File: config.mk
export PLATFORM = sky130hd
export DESIGN_NAME = fifo_wr_arbiter
export DESIGN_NICKNAME = d
export VERILOG_FILES = /design/src/rtl/fifo_wr_arbiter.sv
export SDC_FILE = /design/constraint.sdc
export NUM_CORES = 1
export LEC_CHECK = 0
export ABC_AREA = 1
export CORE_ASPECT_RATIO = 0.9
export CORE_MARGIN = 2
export CORE_UTILIZATION = 35
export CTS_CLUSTER_SIZE = 12
export DETAILED_ROUTE_END_ITERATION = 7
export PLACE_DENSITY_LB_ADDON = 0.05
export SLEW_MARGIN = 20
export SYNTH_ARGS = -nofsm -noshare
export SYNTH_HDL_FRONTEND = slang
export SYNTH_SLANG_ARGS = --single-unit
File: constraint.sdc
create_clock -name wclk -period 2.4 [get_ports wclk]
set_input_delay 0.48 -clock wclk [delete_from_list [all_inputs] [get_ports wclk]]
set_output_delay 0.48 -clock wclk [all_outputs]
set_load 0.01 [all_outputs]
File: src/rtl/fifo_wr_arbiter.sv
// -----------------------------------------------------------------------------
// fifo_wr_arbiter
//
// Round-robin arbiter that lets NUM_REQ requesters share the write port of a
// FIFO. Once a requester is granted, it keeps the port for up to BURST_MAX
// writes. The grant is released early if its request drops. One IDLE cycle
// separates successive grants, and that cycle performs the arbitration.
//
// Ports
//   wclk      in   write-domain clock
//   wrst_n    in   asynchronous active-low reset
//   req       in   per-requester write request (held while data is pending)
//   req_data  in   packed data, slice i belongs to requester i
//   full      in   FIFO full flag; blocks writes while high
//   w_en      out  FIFO write enable
//   w_data    out  FIFO write data (zero while idle)
//   gnt       out  registered one-hot owner, zero while idle
//   ack       out  combinational one-hot; marks the cycle the owner's word is written
//   busy      out  high while a grant is held
// -----------------------------------------------------------------------------
module fifo_wr_arbiter #(
   parameter int DATA_WIDTH = 8,
   parameter int NUM_REQ    = 4,
   parameter int BURST_MAX  = 4
) (
   input  logic                          wclk,
   input  logic                          wrst_n,
   input  logic [NUM_REQ-1:0]            req,
   input  logic [NUM_REQ*DATA_WIDTH-1:0] req_data,
   input  logic                          full,
   output logic                          w_en,
   output logic [DATA_WIDTH-1:0]         w_data,
   output logic [NUM_REQ-1:0]            gnt,
   output logic [NUM_REQ-1:0]            ack,
   output logic                          busy
);

   localparam int IW = $clog2(NUM_REQ);
   localparam int CW = $clog2(BURST_MAX) + 1;
   localparam logic [CW-1:0] LAST_CNT = CW'(BURST_MAX - 1);
   localparam logic [IW:0]   NREQ     = (IW+1)'(NUM_REQ);
   localparam logic [IW-1:0] TOP_IDX  = IW'(NUM_REQ - 1);

   typedef enum logic {IDLE = 1'b0, GRANT = 1'b1} state_t;

   state_t              state_q;
   logic [IW-1:0]       owner_q;
   logic [IW-1:0]       ptr_q;
   logic [CW-1:0]       cnt_q;
   logic [NUM_REQ-1:0]  gnt_q;

   logic [IW-1:0]       ptr_d;
   logic [CW-1:0]       cnt_d;
   logic [IW-1:0]       pick_idx;
   logic                pick_vld;
   logic                owner_req;
   logic                wr;
   logic                rel;

   logic [DATA_WIDTH-1:0] slice [NUM_REQ];

   for (genvar i = 0; i < NUM_REQ; i++) begin : g_slice
      assign slice[i] = req_data[i*DATA_WIDTH +: DATA_WIDTH];
   end

   // Round-robin pick: scan from the pointer upward with wrap-around. The loop
   // runs from the farthest offset down so that the nearest set bit wins.
   always_comb begin
      logic [IW:0] sum;
      sum      = '0;
      pick_idx = '0;
      pick_vld = 1'b0;
      for (int k = NUM_REQ - 1; k >= 0; k--) begin
         sum = {1'b0, ptr_q} + (IW+1)'(k);
         if (sum >= NREQ) begin
            sum = sum - NREQ;
         end
         if (req[sum[IW-1:0]]) begin
            pick_idx = sum[IW-1:0];
            pick_vld = 1'b1;
         end
      end
   end

   assign owner_req = req[owner_q];
   assign wr        = (state_q == GRANT) && owner_req && !full;
   assign cnt_d     = cnt_q + 1'b1;
   assign ptr_d     = (owner_q == TOP_IDX) ? '0 : owner_q + 1'b1;
   // Release on the last write of a burst, or as soon as the owner withdraws.
   // The owner can withdraw even while full holds the write back.
   assign rel       = !owner_req || (wr && (cnt_q == LAST_CNT));

   assign w_en   = wr;
   assign ack    = wr ? (NUM_REQ'(1) << owner_q) : '0;
   assign w_data = (state_q == GRANT) ? slice[owner_q] : '0;
   assign gnt    = gnt_q;
   assign busy   = (state_q == GRANT);

   always_ff @(posedge wclk or negedge wrst_n) begin
      if (!wrst_n) begin
         state_q <= IDLE;
         owner_q <= '0;
         ptr_q   <= '0;
         cnt_q   <= '0;
         gnt_q   <= '0;
      end else begin
         case (state_q)
            IDLE: begin
               if (pick_vld) begin
                  state_q <= GRANT;
                  owner_q <= pick_idx;
                  gnt_q   <= NUM_REQ'(1) << pick_idx;
                  cnt_q   <= '0;
               end
            end
            GRANT: begin
               if (rel) begin
                  state_q <= IDLE;
                  gnt_q   <= '0;
                  ptr_q   <= ptr_d;
                  cnt_q   <= '0;
               end else if (wr) begin
                  cnt_q   <= cnt_d;
               end
            end
            default: begin
               state_q <= IDLE;
               gnt_q   <= '0;
            end
         endcase
      end
   end

endmodule

Word-level counts from Yosys, hierarchy flattened
Index checks and enable logic that the tools add are counted.
{"block": "word_totals", "out_inout_bits": 18, "word_cells": 81, "inputBits": 39, "regBits": 12}
{"block": "classes", "mux": 38, "n_shift": 2, "eq_ne": 5, "reduce_logical": 10, "n_lt_le_gt_ge": 10, "bitwise_logic": 2, "add_sub_neg": 9}
{"op": "$mux W8", "count": 3}
{"op": "$mux W2", "count": 9}
{"op": "$bmux W8 S2", "count": 1}
{"op": "$lt A2 B3 Y1 const B", "count": 5}
{"op": "$ge A3 B3 Y1 const B", "count": 4}
{"op": "$mux W4", "count": 3}
{"op": "$mux W1", "count": 11}
{"op": "$bmux W1 S2", "count": 5}
{"op": "$mux W3", "count": 3}
{"op": "$pmux W4 S2", "count": 1}
{"op": "$reduce_and A2 Y1", "count": 4}
{"op": "$shl A1 B2 Y4 const A", "count": 2}
{"op": "$sub A2 B1 Y2 const B", "count": 4}
{"op": "$add A2 B2 Y3 const B", "count": 2}
{"op": "$pmux W3 S2", "count": 1}
{"op": "$add A2 B1 Y3 const B", "count": 1}
{"op": "$add A3 B1 Y3 const B", "count": 1}
{"op": "$eq A3 B2 Y1 const B", "count": 1}
{"op": "$ge A2 B3 Y1 const B", "count": 1}
{"op": "$logic_and A1 B1 Y1", "count": 3}
{"op": "$ne A3 B1 Y1 const B", "count": 1}
{"op": "$not A2 Y3", "count": 1}
{"op": "$add A2 B1 Y2 const B", "count": 1}
{"op": "$eq A2 B2 Y1 const B", "count": 1}
{"op": "6 further kinds", "count": 7}

Longest topological paths before layout
{"block": "depth", "ltp_word": 12, "mapped_depth": 12}

Least setup slack after synthesis
Ideal clock, no wire load.
{"block": "synth_path", "path_type": "register -> output", "startpoint": "register owner_q[0]", "endpoint": "output port ack[0]", "stages_incl_launch_ff": 10, "required_ps": 1920, "t_arrival_ps": 1297, "slack_ps": 623, "n_path_buf": 1, "path_cell_list": "dfrtp_1 -> buf_6 -> nand2_2 -> nand2_1 -> nand2_1 -> nand2_2 -> nand2_2 -> nor2_2 -> inv_1 -> nor2_1"}
{"block": "synth_between", "elab_chain_cells": 5}
{"element": "start, declared", "line": "47", "text": "logic [IW-1:0] owner_q;"}
{"element": "start signal, assigned", "line": "111", "text": "owner_q <= pick_idx;"}
{"element": "$bmux W1 S2", "line": "85", "text": "assign owner_req = req[owner_q];"}
{"element": "$mux W1 (implied by the code)", "line": "85"}
{"element": "$logic_and A1 B1 Y1 (2 in series)", "line": "86", "text": "assign wr = (state_q == GRANT) && owner_req && !full;"}
{"element": "via w_en", "line": "31", "text": "output logic w_en,"}
{"element": "$mux W4", "line": "94", "text": "assign ack = wr ? (NUM_REQ'(1) << owner_q) : '0;"}
{"element": "end, declared", "line": "34", "text": "output logic [NUM_REQ-1:0] ack,"}
The timed path passes the listed nets, and every way through them passes these cells. The select of a mux whose other input is x is not followed.

Worst setup path in the final report
{"block": "layout_path", "startpoint": "input port req_data[1]", "endpoint": "output port w_data[1]"}
{"block": "layout_between", "elab_chain_cells": 4}
{"element": "start, declared", "line": "29", "text": "input logic [NUM_REQ*DATA_WIDTH-1:0] req_data,"}
{"element": "$bmux W8 S2", "line": "95", "text": "assign w_data = (state_q == GRANT) ? slice[owner_q] : '0;"}
{"element": "$mux W8 (implied by the code) (2 in series)", "line": "95"}
{"element": "$mux W8", "line": "95"}
{"element": "end, declared", "line": "32", "text": "output logic [DATA_WIDTH-1:0] w_data,"}
Every way passes these cells. The select of a mux whose other input is x is not followed.

==> summary.md <==
| Metric | Value |
|---|---|
| Root Driver | `clkbuf_8` |
| Hold wc startpoint | `gnt[3]$_DFFE_PN0P_` |
| Slew margin rel. | `around 64%` |
| Reg power frac | `17.9%` |
| GR Util met3 | `around 4.7%` |
| Max Slew Vio Count | `0` |
| Post-layout nets | `just over 300` |
| Crit Path Category | `primary input to output pin` |
| Core area | `3330 um2` |
| Ant. Diodes | `0` |
| Final Cell Area | `~1900 um2` |
| Die width | `roughly 66 um` |
| Largest net degree at the start of global routing | `20` |
| Starting Density | `36.2%` |
| Die area | `around 3900 um2` |
| Syn Nets | `241` |
| Unrepaired setup endpoints after global routing | `no` |
| VDD IR max | `around 0.0006 V` |
| Hold Vio Cnt, Final | `0` |
| Synth Area in Compound Gates | `16.9%` |
| Antenna violations before repair | `0` |
| Worst Setup End Kind | `output pin` |
| FF-to-FF path depth | `9` |
| Most used routing layer | `met2` |
| First DRT Iteration DRCs | `between 70 and 80` |
| Synth top cells by count | `nand2_1, nor2_1, o21ai_0` |
| Post-Synth XOR/XNOR Area | `0%` |
| FF-to-FF End | `cnt_q[1]$_DFFE_PN0P_` |
| #FFs+latches synth | `12` |
| Main combinational cell family by area after synthesis | `simple AND/OR/NAND/NOR gates` |
| Seq/Total Area, Yosys | `24.9%` |
| Final wirelength | `around 3400 um` |
| Avg Inst Size Synth | `6.15 um2` |
| Tightest Hold Check Type | `flip-flop to flip-flop` |
| Htree depth | `1` |
| Worst-Margin Slew | `0.539 ns` |
| IO buf count | `56` |
| CTS tree | `yes` |
| Mapped Cells | `slightly below 200` |
| WP data required | `1.92 ns` |
| Cts bufs inserted | `3` |
| Lkg Pwr | `about 1 nW` |
| Max Cap Viol | `0` |
| Outcome | `complete, no violations` |
| Slowest stage cell, crit path | `clkdlybuf4s50_1` |
| Final ANT Viol Nets | `0` |
| Switching part of the total | `a little under half` |
| Vias in the first global route | `1249` |
| Post-synth cell types | `25` |
| Row count | `20` |
| RR Startpoint | `ptr_q[0]$_DFFE_PN0P_` |
| Clock network power share | `between 10% and 20%` |
| Hold_ws | `0.480 ns` |
| Detailed placer's ending HPWL | `approximately 2700 um` |
| Post-synthesis mux area share | `0%` |
| Worst Path Arrival | `1.83 ns` |
| Via count | `around 1400` |
| # fillers | `between 300 and 400` |
| Placer Congestion | `about 0.75` |
| Period utilisation layout | `a little over nine tenths` |
| PwrDens | `about 1100 nW/um2` |
| Slowest Stage Delay on Critical Path | `0.56 ns` |
| DRT Pass-1 Iters | `4` |
| Finished Layout Cells | `between 300 and 400` |
| Async SR Flop Fraction | `100%` |
| Delay-heaviest family, CP | `buffers and inverters` |
| Net Sw Power | `about 1.0 mW` |
| Adder-cell area share of the yosys netlist | `under 10%` |
| P_int | `around 1.1 mW` |
| Clock Skew | `0.000663 ns` |
| Hold Path Depth | `2` |
| Hold Path End | `gnt[3]$_DFFE_PN0P_` |
| Setup TNS | `0 ns` |
| Met1 usage | `between 20% and 30%` |
| Main flop type after synthesis | `dfrtp_1` |
| IO Pins | `57` |
| Post-Place Cells | `about 300` |
| Sink Count | `12` |
| Crit Path Max Fanout | `1` |
| Area leader, netlist | `dfrtp_1` |
| # DRC | `0` |
| Dpl cell area | `between 1500 and 2000 um2` |
| Crit-path cells | `clkdlybuf4s50_1, nor2_1, nor2_1, o21ai_0, a21oi_1, clkdlybuf4s50_1` |
| Synth top area cells | `dfrtp_1, nand2_1, nor2_1` |
| M2 GR Usage | `30.7%` |
| Ratio of cells with drive above 1 in the final layout | `between 10% and 20%` |
| Area delta synth->final | `60.4%` |
| First-pass GRT wire length | `between 5000 and 6000 um` |
| EDFF count, synth | `0` |
| Die Ht | `around 60 um` |
| CP bufs+invs | `2` |
| Average routed wire per standard cell | `between 10 and 15 um` |
| Mapped Area | `between 1000 and 1500 um2` |
| Fmax | `between 400 and 500 MHz` |
| Synth warn | `0` |
| Via density | `4.46` |
| Worst skew pair latency | `~0.24 ns` |
| Logic pwr share | `between 70% and 80%` |
| Share of the synthesized area in the top cell type | `about 25%` |
| Fin util | `58.1%` |
| Crit start category | `primary input` |
| Total Routing Usage GR | `a little under a fifth` |
| # hold bufs at CTS | `0` |
| Most common cell in the netlist | `nand2_1` |
| Synth Area in Simple Gates | `41.6%` |
| Tmin final | `2.31 ns` |
| CTS clk-pin slew, worst paths | `around 0.06 ns` |
| Setup Viol. Count Final | `0` |
| R2r setup slk | `about 0.70 ns` |
| Longest Clk Path Bufs | `2` |
| Grt total ovfl | `0` |
## power groups by stage
| stage | clock network (mW) | registers, mW | logic (mW) |
|---|---|---|---|
| global placement | 0 | 0.382 | 1.54 |
| detailed placement | 0 | 0.383 | 1.54 |
| floorplan | 0 | 0.348 | 1.01 |
| CTS | 0.231 | 0.382 | 1.54 |
| finish | 0.226 | 0.381 | 1.53 |
| global route | 0.241 | 0.401 | 1.73 |
## worst reg2reg max path, delay by kind of cell, from the launching register on
| family | cells | cell delay (ns) |
|---|---|---|
| compound gates | 1 | 0.06 |
| buf+inv | 2 | 0.16 |
| flops | 1 | 0.63 |
| simple gates | 6 | 0.71 |
## metrics by stage
step | power (mW) | setup WS, ns
floorplan | 1.36 | 0.623
global placement | 1.92 | -0.179
detailed placement | 1.92 | -0.192
CTS | 2.16 | 0.0162
global route | 2.37 | 0.00169
finish | 2.13 | 0.0871
## placed cells by master, fill, tap and decap left out, drive strengths merged
master,count
nand3,14
ha,6
a21oi,10
o21bai,1
clkinv,1
nor2,42
dlymetal6s2s,5
nand2,56
dfrtp,12
buf,13
inv,21
o21a,1
o21ai,22
dlygate4sd2,1
clkbuf,8
o22ai,1
clkdlybuf4s50,46
o211ai,1
nand4,1
nand3b,1
## registers in the layout, summed over array words and instances (netlist names)
name	flops
owner_q	2
cnt_q	3
ptr_q	2
busy	1
gnt	4
## worst max-delay path by stage
| stage | to | slack [ns] | cells after the start | from |
|---|---|---|---|---|
| final | w_data[1] | 0.09 | 6 | req_data[1] |
| after global routing | w_data[4] | 0.002 | 6 | req_data[20] |
| after CTS | w_data[7] | 0.02 | 6 | owner_q[0]$_DFFE_PN0P_ |
| after detailed placement | ack[2] | -0.19 | 10 | req[1] |
| after global placement | ack[1] | -0.18 | 10 | req[1] |
| after floorplan | ack[0] | 0.62 | 9 | owner_q[0]$_DFFE_PN0P_ |
## what timing repair did
action | 4_1_cts | 5_1_grt
buffers inserted | 0 | 1
gates resized for setup | 6 | 16
setup endpoints to repair | 11 | 12
pin swaps | 0 | 0
## metal layers
layer,vias to the layer above,share of wire [%],wire length [um]
met5,-,0,0
met2,36,43,1460
li1,759,-,-
met4,0,0,0
met1,574,49,1680
met3,0,7.8,266
## cell families (layout without fill, tap and decap cells)
family | after synthesis | after routing
compound gates | 36 | 36
fa+ha+maj | 6 | 6
simple gates | 114 | 114
flops | 12 | 12
buf+inv | 28 | 95
## final cells by class
class / count / area (um2) / area share, %
multi-input combinational: 156 / 781 / 40.4
timing repair buffer: 69 / 657 / 34.0
sequential: 12 / 303 / 15.7
inverter: 22 / 82.6 / 4.27
clock buffer: 4 / 55.1 / 2.85
tap: 44 / 55.1 / 2.85
Power figures use the tool's default switching activity.
